$ cat config.mk
export PLATFORM = sky130hd
export DESIGN_NAME = div_arbiter
export DESIGN_NICKNAME = d
export VERILOG_FILES = /design/src/rtl/div_arbiter.sv
export SDC_FILE = /design/constraint.sdc
export NUM_CORES = 1
export LEC_CHECK = 0
export BUFFER_PORTS_ARGS = -buffer_cell sky130_fd_sc_hd__clkbuf_2
export CAP_MARGIN = 20
export CORE_AREA = 2 2 163 165
export CTS_CLUSTER_DIAMETER = 100
export DETAILED_ROUTE_END_ITERATION = 16
export DIE_AREA = 0 0 165 167
export GPL_TIMING_DRIVEN = 0
export MAX_ROUTING_LAYER = met4
export PLACE_DENSITY_LB_ADDON = 0.05
export SYNTH_ARGS = -nofsm -noshare
export SYNTH_HDL_FRONTEND = slang
export SYNTH_SLANG_ARGS = --single-unit
$ cat constraint.sdc
create_clock -name clk -period 2.7 [get_ports clk]
set_input_delay 0.405 -clock clk [delete_from_list [all_inputs] [get_ports clk]]
set_output_delay 0.405 -clock clk [all_outputs]
set_load 0.03 [all_outputs]
$ cat src/rtl/div_arbiter.sv
// Round-robin arbiter that shares one pipelined fixed-point divider among N_REQ
// requesters, routing results back through per-requester 2-entry response FIFOs.
module div_arbiter #(
  parameter int WIDTH       = 16,
  parameter int Q_BITS      = 12,
  parameter int N_REQ       = 4,
  parameter int DIV_LATENCY = WIDTH + Q_BITS
) (
  input  logic                   clk,
  input  logic                   reset,
  input  logic [N_REQ-1:0]       req_valid,
  output logic [N_REQ-1:0]       req_ready,
  input  logic [N_REQ*WIDTH-1:0] req_dividend,
  input  logic [N_REQ*WIDTH-1:0] req_divisor,
  output logic [N_REQ-1:0]       resp_valid,
  input  logic [N_REQ-1:0]       resp_ready,
  output logic [N_REQ*WIDTH-1:0] resp_quotient,
  output logic                   div_start,
  output logic [WIDTH-1:0]       div_dividend,
  output logic [WIDTH-1:0]       div_divisor,
  input  logic [WIDTH-1:0]       div_quotient,
  input  logic                   div_valid,
  output logic                   err
);

  // Handshakes: a request transfers on a cycle where req_valid[i] & req_ready[i];
  // a response transfers on a cycle where resp_valid[i] & resp_ready[i].
  // valid must not wait on ready; ready never depends on resp-side inputs.

  if (N_REQ < 2 || N_REQ > 8 || Q_BITS >= WIDTH || DIV_LATENCY < 1) begin : g_bad_params
    $error("div_arbiter: unsupported parameter set");
  end

  localparam int TAG_W = $clog2(N_REQ);

  logic [1:0]       credit [N_REQ];
  logic [TAG_W-1:0] rr_ptr;
  logic [N_REQ-1:0] eligible;
  logic [N_REQ-1:0] grant;
  logic             grant_any;
  logic [TAG_W-1:0] grant_idx;
  logic [TAG_W-1:0] next_ptr;
  logic [TAG_W-1:0] issue_tag;

  logic             pipe_vld [DIV_LATENCY];
  logic [TAG_W-1:0] pipe_tag [DIV_LATENCY];
  logic             wr_hit;

  logic [WIDTH-1:0] buf_mem [N_REQ][2];
  logic [N_REQ-1:0] buf_rd;
  logic [N_REQ-1:0] buf_wr;
  logic [1:0]       buf_cnt [N_REQ];
  logic [N_REQ-1:0] push;
  logic [N_REQ-1:0] pop;

  // Round-robin search starting at rr_ptr, wrapping at N_REQ.
  always_comb begin
    logic [TAG_W:0]   sum;
    logic [TAG_W-1:0] idx;
    eligible  = '0;
    grant     = '0;
    grant_any = 1'b0;
    grant_idx = '0;
    sum       = '0;
    idx       = '0;
    for (int i = 0; i < N_REQ; i++) begin
      eligible[i] = req_valid[i] && (credit[i] != 2'd2);
    end
    for (int k = 0; k < N_REQ; k++) begin
      sum = {1'b0, rr_ptr} + (TAG_W+1)'(k);
      if (sum >= (TAG_W+1)'(N_REQ)) sum = sum - (TAG_W+1)'(N_REQ);
      idx = sum[TAG_W-1:0];
      if (!grant_any && eligible[idx]) begin
        grant_any = 1'b1;
        grant_idx = idx;
      end
    end
    if (grant_any) grant[grant_idx] = 1'b1;
    next_ptr = (grant_idx == TAG_W'(N_REQ-1)) ? '0 : grant_idx + TAG_W'(1);
  end

  assign req_ready = grant;
  assign wr_hit    = div_valid && pipe_vld[DIV_LATENCY-1];

  // Response FIFO view; quotient reads zero while a buffer is empty.
  always_comb begin
    resp_valid    = '0;
    resp_quotient = '0;
    push          = '0;
    pop           = '0;
    for (int i = 0; i < N_REQ; i++) begin
      if (buf_cnt[i] != 2'd0) begin
        resp_valid[i] = 1'b1;
        resp_quotient[i*WIDTH +: WIDTH] = buf_mem[i][buf_rd[i]];
      end
      pop[i]  = resp_valid[i] && resp_ready[i];
      push[i] = wr_hit && (pipe_tag[DIV_LATENCY-1] == TAG_W'(i)) && (buf_cnt[i] != 2'd2);
    end
  end

  always_ff @(posedge clk) begin
    if (reset) begin
      rr_ptr       <= '0;
      div_start    <= 1'b0;
      div_dividend <= '0;
      div_divisor  <= '0;
      issue_tag    <= '0;
      err          <= 1'b0;
      buf_rd       <= '0;
      buf_wr       <= '0;
      for (int s = 0; s < DIV_LATENCY; s++) begin
        pipe_vld[s] <= 1'b0;
        pipe_tag[s] <= '0;
      end
      for (int i = 0; i < N_REQ; i++) begin
        credit[i]     <= 2'd0;
        buf_cnt[i]    <= 2'd0;
        buf_mem[i][0] <= '0;
        buf_mem[i][1] <= '0;
      end
    end else begin
      div_start    <= grant_any;
      div_dividend <= grant_any ? req_dividend[grant_idx*WIDTH +: WIDTH] : '0;
      div_divisor  <= grant_any ? req_divisor[grant_idx*WIDTH +: WIDTH] : '0;
      issue_tag    <= grant_idx;
      if (grant_any) rr_ptr <= next_ptr;

      // Tag pipeline is fed from the registered issue so it lines up with div_valid.
      pipe_vld[0] <= div_start;
      pipe_tag[0] <= issue_tag;
      for (int s = 1; s < DIV_LATENCY; s++) begin
        pipe_vld[s] <= pipe_vld[s-1];
        pipe_tag[s] <= pipe_tag[s-1];
      end

      if (div_valid != pipe_vld[DIV_LATENCY-1]) err <= 1'b1;

      for (int i = 0; i < N_REQ; i++) begin
        if (grant[i] && !pop[i])      credit[i] <= credit[i] + 2'd1;
        else if (!grant[i] && pop[i]) credit[i] <= credit[i] - 2'd1;

        if (push[i]) begin
          buf_mem[i][buf_wr[i]] <= div_quotient;
          buf_wr[i]             <= ~buf_wr[i];
        end
        if (pop[i]) buf_rd[i] <= ~buf_rd[i];

        if (push[i] && !pop[i])      buf_cnt[i] <= buf_cnt[i] + 2'd1;
        else if (!push[i] && pop[i]) buf_cnt[i] <= buf_cnt[i] - 2'd1;
      end
    end
  end

endmodule

==> run metrics, run 1 <==
Iteration-0 DRC Markers=593; Cell Pwr Density=884 nW/um^2; Area Growth Syn to Fin=24.3%; pin count of the biggest net entering global routing=19; Cell Area, Synth=12700 sq um; layout cells sized above 1=27.7%; clock latency on the worst-skew pair=560 ps; Num Clock Sinks=274; Fmax achieved=352 MHz; CP Class=flop to output pin; maxcap violations=0; vias in the first global route=10100; Slew Viols, Final=0; Yosys reg bits=274; Antenna Nets Post-Route=0; CTS H-tree lvls=1; Routed WL=34400 um; # port buffers=260; skew final=18.5 ps; sequential share of the synthesized area=50.8%; fin crit period=2840 ps; Most used DFF post-synth=dfxtp_1; CP max FO=3; Placer Congestion=0.889; Post-synth EDFFs=96; dpl ws=-558 ps; initial antenna violation count=1; fill count=2212; Mean Syn Cell Area=10.2 sq um; GR Overflow Total=0; Power Total=13.9 mW; Pre-antenna DRT Iters=5; WL/cell=18.1 um; fin crit share=105%; hold_buf cts=0; CTS tree=done; startpoint types=flop; # nets final=1706; Hold/Removal Path Class=input port to flop; yosys synthesis warning count=0; Reg area=6450 sq um; first-pass GRT wire length=53700 um; endpoint type of the worst setup path=output pin; Root Buffer Master=clkbuf_16; Multi-input gate area=5800 sq um; P_leak=6.32 nW; Initial Util=49.2%; Max IR drop VDD=608 uV; R2R Setup Slk=120 ps; Reg clk slew, reported paths=60 ps; core footprint=25800 sq um; run status=finished with violations; # setup viols final=4; routed vias/inst=5.39; final hold violations=0; final worst slack=-139 ps; Die Ht=167 um; GRT Total Usage=25.4%; TritonCTS buffer count=29; die footprint=27600 sq um; hold slack=135 ps; Slew HR=39.9%; RSZ-0062 raised after global routing=true; syn nets=1403; clock tree buffer depth=3; # IOs=261; violated checks=setup timing; Worst-Margin Slew=901 ps; std cell rows=59; Post-Synthesis Cells=1240; routed via count=10300; post-DP HPWL=25200 um; WP data required=2300 ps; worst path arrival time=2430 ps; detailed-route DRC error count=0; die extent in x=165 um; Cell variety after synth=59; asr flop ratio synth=0%; final core utilization=61.2%
-- what timing repair did --
action                                 4_1_cts  5_1_grt
resized for setup                           31       11
setup endpoints to repair                   32       71
endpoints found under the hold margin        0        0
buffers inserted                            16        3
pin swaps                                    3        2
-- synthesized netlist by cell type (30+ instances only) --
master	count	area [sq um]
dfxtp_1	178	3560
nand2_1	106	398
edfxtp_1	96	2880
nor2_1	90	338
nor2b_1	87	544
clkbuf_1	69	259
mux2i_1	65	651
a21oi_1	58	290
and2_1	49	307
nand2b_1	41	257
nor3b_1	37	278
and3_1	34	213
a21boi_0	32	240
o211ai_1	32	240
o221ai_1	32	280
or4b_1	32	320
a211oi_2	30	375
-- worst max-delay path: stages (launching register included) --
cell and delay [ps]:
edfxtp_1 380, inv_1 80, ha_2 170, and2b_2 260, a21oi_2 150, buf_6 130, buf_12 90, nor2_4 40
inv_2 60, ha_2 160, a21boi_4 200, buf_8 150
-- cell usage in the layout (no fill, tap or decap), types with 5 or more instances in the layout --
cell       Yosys  routed
a211oi_2      30      30
a21boi_0      32      32
a21oi_1       58      58
and2_1        49      49
and3_1        34      34
buf_2         27      22
buf_4          0      20
buf_6          7       7
bufinv_16      0       6
clkbuf_1      69      65
clkbuf_16      0      30
clkbuf_2       1     259
clkinv_2       0       7
dfxtp_1      178     177
edfxtp_1      96      96
ha_1           8       6
inv_1         10       9
mux2i_1       65      65
nand2_1      106     106
nand2b_1      41      40
nor2_1        90      86
nor2b_1       87      86
nor3_1        11      11
nor3b_1       37      37
o211ai_1      32      32
o21ai_0        5       5
o21ai_1       28      28
o221ai_1      32      32
or3_1          6       6
or4b_1        32      32
xnor2_1        7       7
xor2_1        12      12
-- path summary, 6_finish.rpt --
check                                      from         endpoint  cells after the start
worst min register to register  pipe_tag[0][15]  pipe_tag[0][17]                      1
worst max-delay path               credit[3][0]     req_ready[0]                     11
worst min-delay path            div_quotient[0]    buf_mem[3][0]                      3
worst max register to register     credit[3][1]     credit[0][1]                     13
-- per-stage QoR --
| step | cell area (sq um) | std cells | TNS, ps |
|---|---|---|---|
| floorplan | 12700 | 1240 | -69.7 |
| global placement | 14400 | 1835 | -50210 |
| detailed placement | 14400 | 1836 | -39710 |
| CTS | 15700 | 1902 | -730 |
| global route | 15800 | 1902 | -835 |
| finish | 15800 | 1902 | -383 |
-- registers in the layout (all words and copies together) (netlist names) --
signal        cells
buf_cnt           8
buf_mem         128
buf_rd            4
buf_wr            4
credit            8
div_dividend     16
div_divisor      16
div_start         1
err               1
issue_tag         2
pipe_tag         56
pipe_vld         28
rr_ptr            2
-- metal layers --
| layer | global-route usage (%) | vias to the layer above | wire (um) |
|---|---|---|---|
| li1 | - | 4975 | - |
| met1 | 32.0 | 4864 | 14600 |
| met2 | 41.9 | 347 | 16600 |
| met3 | 4.08 | 71 | 2270 |
| met4 | 7.52 | 0 | 922 |
| met5 | - | - | 0 |
-- report_power, final --
part | switching, mW | leakage, nW | internal, mW
sequential | 0.185 | 2.39 | 4.68
combinational | 2.98 | 3.40 | 1.70
clock | 1.69 | 0.531 | 2.70
total | 4.85 | 6.32 | 9.07
-- final cells by class --
type                            instances  area share, %
Clock buffer                           36           5.10
Inverter                               12          0.318
Buffer                                 99           3.02
Antenna cell                            1         0.0159
Sequential cell                       274           40.9
Timing Repair Buffer                  280           9.47
Tap cell                              335           2.66
Clock inverter                         18           1.70
Multi-Input combinational cell        847           36.8
-- logic make-up after synthesis --
logic type,synth area share (%)
flops,50.8
mux,5.13
buf+inv,4.21
simple gates,23.2
compound gates,14.5
fa+ha+maj,0.789
xor+xnor,1.31
No activity file was read; power rests on OpenSTA's default activity.
==> run 2, diff against run 1 <==
- CORE_AREA: 2 2 163 165 -> 2 2 200 202
- DIE_AREA: 0 0 165 167 -> 0 0 202 204
==> run 2 against run 1 <==
Against the previous run:
- the flow still finishes with violations (setup timing)
- die area is 50% higher
- combinational power up 3%
- register-to-register slack gained 90 ps
- largest power group unchanged
==> run metrics, run 2 (same netlist as run 1, synthesis figures left out) <==
CP Class=flop to output pin (unchanged); WP data required=2300 ps (about the same); Max IR drop VDD=446 uV (was 608 uV); post-DP HPWL=28700 um (was 25200 um); die footprint=41200 sq um (was 27600 sq um); Slew HR=36.7% (was 39.9%); routed vias/inst=4.84 (was 5.39); first-pass GRT wire length=60700 um (was 53700 um); # nets final=1712 (was 1706); Die Ht=204 um (was 167 um); hold_buf cts=0 (unchanged); Hold/Removal Path Class=input port to flop (unchanged); fill count=3955 (was 2212); maxcap violations=0 (unchanged); layout cells sized above 1=27.9% (was 27.7%); final worst slack=-121 ps (was -139 ps); WL/cell=18.9 um (was 18.1 um); detailed-route DRC error count=0 (unchanged); CTS H-tree lvls=2 (was 1); clock latency on the worst-skew pair=540 ps (was 560 ps); CP max stage delay=380 ps (about the same); routed via count=10200 (was 10300); cell area after placement=14700 sq um (was 14400 sq um); std cell rows=73 (was 59); buffer and inverter count on the worst path=4 (was 5); pin count of the biggest net entering global routing=17 (was 19); Placer Congestion=0.875 (was 0.889); Design Area, Final=16100 sq um (was 15800 sq um); Worst-Margin Slew=948 ps (was 901 ps); crit-path leading delay family=compound AO/OA/AOI/OAI gates (was buffers and inverters); largest register by flop count=buf_mem (unchanged); Routed WL=39800 um (was 34400 um); # IOs=261 (unchanged); Area Growth Syn to Fin=26.6% (was 24.3%); endpoint type of the worst setup path=output pin (unchanged); commonest non-fill, non-tap cell in the layout=clkbuf_2 (unchanged); TritonCTS buffer count=34 (was 29); critical path's most frequent cell=ha_2 (unchanged); Reg clk slew, reported paths=60 ps (about the same); P_leak=6.34 nW (was 6.32 nW); final hold violations=0 (unchanged); # port buffers=260 (unchanged); startpoint types=flop (unchanged); most frequent cells in the layout=clkbuf_2, dfxtp_1, nand2_1 (unchanged); vias in the first global route=10300 (was 10100); fin crit period=2820 ps (was 2840 ps); Slew Viols, Final=0 (unchanged); GR Overflow Total=0 (unchanged); violated checks=setup timing (unchanged); GRT Total Usage=19.7% (was 25.4%); skew final=21.9 ps (was 18.5 ps); run status=finished with violations (unchanged); clock tree buffer depth=3 (unchanged); Fmax achieved=354 MHz (was 352 MHz); core footprint=39200 sq um (was 25800 sq um); fin crit share=104% (was 105%); Num Clock Sinks=274 (unchanged); RSZ-0062 raised after global routing=true (unchanged); CTS tree=done (unchanged); worst path arrival time=2420 ps (was 2430 ps); Antenna Nets Post-Route=0 (unchanged); Initial Util=32.4% (was 49.2%); Cell Pwr Density=885 nW/um^2 (was 884 nW/um^2); Power Total=14.2 mW (was 13.9 mW); critical path's slowest cell=edfxtp_1 (unchanged); Setup Total Neg Slack=-394 ps (was -383 ps); # setup viols final=4 (unchanged); initial antenna violation count=6 (was 1); Pre-antenna DRT Iters=5 (unchanged); max reg flops=128 (unchanged); hold slack=173 ps (was 135 ps); die extent in x=202 um (was 165 um); Iteration-0 DRC Markers=462 (was 593); worst-path cell chain=inv_1, ha_2, nand2b_4, nand3_4, a32oi_4, buf_6, nor2_4, inv_2, ha_2, a21boi_4, buf_8 (was inv_1, ha_2, and2b_2, a21oi_2, buf_6, buf_12, nor2_4, inv_2, ha_2, a21boi_4, buf_8); Root Buffer Master=clkbuf_16 (unchanged); Largest regs=buf_mem: 128 flops, pipe_tag: 56 flops, pipe_vld: 28 flops (unchanged); CP max FO=3 (unchanged)
-- run 2: cell types whose count changed in the layout (fill, tap and decap cells not counted), sizes merged --
cell | before | now
clkbuf | 358 | 372
clkinv | 11 | 7
bufinv | 6 | 2
inv | 13 | 15
diode | 1 | 6
-- run 2: final cells by class --
type                    count  area (sq um)  share of cell area (%)
flip-flops and latches    274          6450                    40.2
multi-input cells         847          5800                    36.1
repair buffers            281          1500                    9.33
clock buffers              49           972                    6.06
well taps                 525           657                    4.09
plain buffers              99           475                    2.96
clock inverters            12           134                   0.834
inverters                  12          52.6                   0.327
diodes                      6          15.0                  0.0935
-- run 2: metrics by stage --
stage | std cells | setup WS, ps | utilization (%)
CTS | 2098 | -230 | 40.9
floorplan | 1240 | -17.5 | -
detailed placement | 2025 | -702 | 37.4
global route | 2105 | -250 | 41.0
global placement | 2025 | -908 | 37.4
finish | 2105 | -121 | 41.0
-- run 2: routing by layer --
layer  track usage, %  part of all wire, %
met5                -                    0
met4             5.09                  2.0
met3             5.23                  6.3
met2             31.7                   47
met1             24.7                   45
-- run 2: worst reg2reg max path, cell delays in order (launching register included) --
cell and delay (ps):
dfxtp_1 310, ha_1 240, nor3b_1 290, o21ai_1 310
nor3b_2 520, or2_2 470
-- run 2: path summary, 6_finish.rpt --
path	from	end	slack (ps)	depth (start not counted)
worst min-delay path	div_quotient[15]	buf_mem[2][15]	170	3
worst max-delay path	credit[3][0]	req_ready[2]	-120	11
worst min register to register	pipe_tag[1][20]	pipe_tag[1][22]	430	1
worst max register to register	pipe_vld[1][11]	buf_mem[0][10]	210	5
-- run 2: report_power, final --
part / total [mW] / switching, mW / internal, mW
sequential: 4.87 / 0.188 / 4.68
combinational: 4.81 / 3.12 / 1.69
clock: 4.52 / 1.80 / 2.72
-- run 2: timing repair --
item                                    4_1_cts  5_1_grt
endpoints found under the hold margin         0        0
endpoints found under the setup margin      111       37
setup buffers                                17        4
cloned                                        0        0
resized for setup                            36        9
pin swaps                                     3        1
==> run 3, diff against run 2 <==
- CORE_AREA: 2 2 200 202 -> 2 2 184 186
- DIE_AREA: 0 0 202 204 -> 0 0 186 188
==> run 3 against run 2 <==
Against the previous run:
- the flow still finishes with violations (setup timing)
- sequential cell count is the same
- total power shrank 4.5%
- fmax shrank 0.33%
- via count shrank 0.96%
- clock power shrank 13%
- critical path type unchanged
- critical endpoint unchanged
- largest cell class unchanged
==> run metrics, run 3 (same netlist as run 1, synthesis figures left out) <==
fill count=3249 (was 3955); final hold violations=0 (unchanged); Placer Congestion=0.867 (was 0.875); buffer and inverter count on the worst path=4 (unchanged); Antenna Nets Post-Route=0 (unchanged); Pre-antenna DRT Iters=5 (unchanged); # setup viols final=4 (unchanged); CP max FO=3 (unchanged); initial antenna violation count=1 (was 6); TritonCTS buffer count=29 (was 34); Area Growth Syn to Fin=24.8% (was 26.6%); violated checks=setup timing (unchanged); clock latency on the worst-skew pair=550 ps (was 540 ps); P_sw=4.88 mW (was 5.11 mW); P_leak=6.26 nW (was 6.34 nW); CTS H-tree lvls=1 (was 2); Slew HR=37.9% (was 36.7%); Worst-Margin Slew=931 ps (was 948 ps); Max IR drop VDD=462 uV (was 446 uV); GRT Total Usage=21.0% (was 19.7%); Comb pwr share=34.9% (was 33.9%); max reg flops=128 (unchanged); Seq pwr share=36.0% (was 34.3%); Fmax achieved=353 MHz (was 354 MHz); run status=finished with violations (unchanged); largest register by flop count=buf_mem (unchanged); routed via count=10100 (was 10200); Iteration-0 DRC Markers=467 (was 462); critical path's slowest cell=edfxtp_1 (unchanged); RSZ-0062 raised after global routing=true (unchanged); CP max stage delay=390 ps (was 380 ps); fin crit period=2830 ps (was 2820 ps); Int Power=8.69 mW (was 9.09 mW); core footprint=33100 sq um (was 39200 sq um); maxcap violations=0 (unchanged); Largest regs=buf_mem: 128 flops, pipe_tag: 56 flops, pipe_vld: 28 flops (unchanged); endpoint type of the worst setup path=output pin (unchanged); crit-path leading delay family=buffers and inverters (was compound AO/OA/AOI/OAI gates); Die Ht=188 um (was 204 um); Cell Pwr Density=857 nW/um^2 (was 885 nW/um^2); CTS tree=done (unchanged); pin count of the biggest net entering global routing=19 (was 17); Setup Total Neg Slack=-337 ps (was -394 ps); # IOs=261 (unchanged); worst-path cell chain=inv_1, ha_2, nand2b_4, nand3_4, a32oi_4, buf_6, nor2_4, inv_2, ha_2, a21boi_4, buf_8 (unchanged); worst path arrival time=2430 ps (was 2420 ps); # port buffers=260 (unchanged); detailed-route DRC error count=0 (unchanged); Power Total=13.6 mW (was 14.2 mW); die footprint=35000 sq um (was 41200 sq um); WL/cell=18.1 um (was 18.9 um); skew final=21.9 ps (about the same); most frequent cells in the layout=clkbuf_2, dfxtp_1, nand2_1 (unchanged); Sw Ratio=36.0% (about the same); CP Class=flop to output pin (unchanged); Root Buffer Master=clkbuf_16 (unchanged); Initial Util=38.3% (was 32.4%); std cell rows=67 (was 73); Num Clock Sinks=274 (unchanged); Reg clk slew, reported paths=60 ps (about the same); WP data required=2300 ps (about the same); startpoint types=flop (unchanged); vias in the first global route=9954 (was 10300); hold slack=170 ps (was 173 ps); first-pass GRT wire length=55500 um (was 60700 um); routed vias/inst=5.00 (was 4.84); GR Overflow Total=0 (unchanged); Routed WL=36600 um (was 39800 um); clock tree buffer depth=3 (unchanged); commonest non-fill, non-tap cell in the layout=clkbuf_2 (unchanged); fin crit share=105% (was 104%); # nets final=1709 (was 1712); layout cells sized above 1=28.1% (was 27.9%); die extent in x=186 um (was 202 um); Hold/Removal Path Class=input port to flop (unchanged); final worst slack=-130 ps (was -121 ps); Slew Viols, Final=0 (unchanged); post-DP HPWL=26800 um (was 28700 um); final core utilization=47.8% (was 41.0%); critical path's most frequent cell=ha_2 (unchanged); clock share of power=29.1% (was 31.8%)
==> run 3: cell types whose count changed in the layout (fill, tap and decap cells not counted), sizes merged <==
cell      previous run  this run
clkbuf             372       355
buf                 57        60
inv                 15        13
diode                6         2
clkinv               7         9
clkinvlp             0         7
==> run 3: cell type report <==
cell class	instances	area [sq um]	area share, %
Clock buffer	33	793	5.01
Antenna cell	2	5.00	0.0316
Timing Repair Buffer	283	1510	9.57
Tap cell	448	561	3.54
Sequential cell	274	6450	40.7
Buffer	99	475	3.00
Clock inverter	19	161	1.02
Multi-Input combinational cell	847	5820	36.8
Inverter	12	50.0	0.316
==> run 3: per-layer routing <==
layer / routed length, um / GRT usage, % / vias to the layer above / part of all wire, %
li1: - / - / 4989 / -
met1: 15700 / 25.9 / 4734 / 43
met2: 17700 / 34.7 / 299 / 48
met3: 2150 / 4.12 / 64 / 5.9
met4: 1030 / 6.00 / 0 / 2.8
met5: 0 / - / - / 0
==> run 3: timing repair <==
item,CTS,global route
pin swaps,3,4
endpoints found under the setup margin,69,20
buffers inserted,13,10
resized for setup,33,13
hold buffers,0,0
==> run 3: path summary, 6_finish.rpt <==
kind / startpoint / end / slack, ps / cells past startpoint
worst min register to register: pipe_vld[0][14] / pipe_vld[0][15] / 420 / 1
worst max register to register: credit[3][0] / credit[1][1] / 230 / 12
worst max-delay path: credit[3][0] / req_ready[2] / -130 / 11
worst min-delay path: div_quotient[14] / buf_mem[3][14] / 170 / 3
==> run 3: power by group through the flow <==
stage                     Combinational [mW]  Sequential (mW)  Clock [mW]
final                                   4.74             4.88        3.95
after floorplan                         2.60             5.35           0
after CTS                               4.66             4.87        4.06
after detailed placement                4.38             4.94           0
after global routing                    5.13             4.91        4.21
after global placement                  4.37             4.94           0
==> run 3: worst reg2reg max path, stage by stage, from the launching register on <==
cell and delay [ps]:
edfxtp_1 390, inv_1 70, ha_2 180, nand2b_4 140, nand3_4 80, a32oi_4 250, buf_6 140, nor2_4 40
ha_2 170, a21boi_4 140, buf_4 170, or3_1 360, a21oi_1 160
==> run 3: stage by stage <==
stage / setup WS (ps) / cells / instance area (sq um)
6_report: -130 / 2017 / 15800
4_1_cts: -223 / 2009 / 15700
2_1_floorplan: -17.5 / 1240 / 12700
3_5_place_dp: -633 / 1948 / 14600
5_1_grt: -255 / 2016 / 15800
3_3_place_gp: -856 / 1948 / 14600
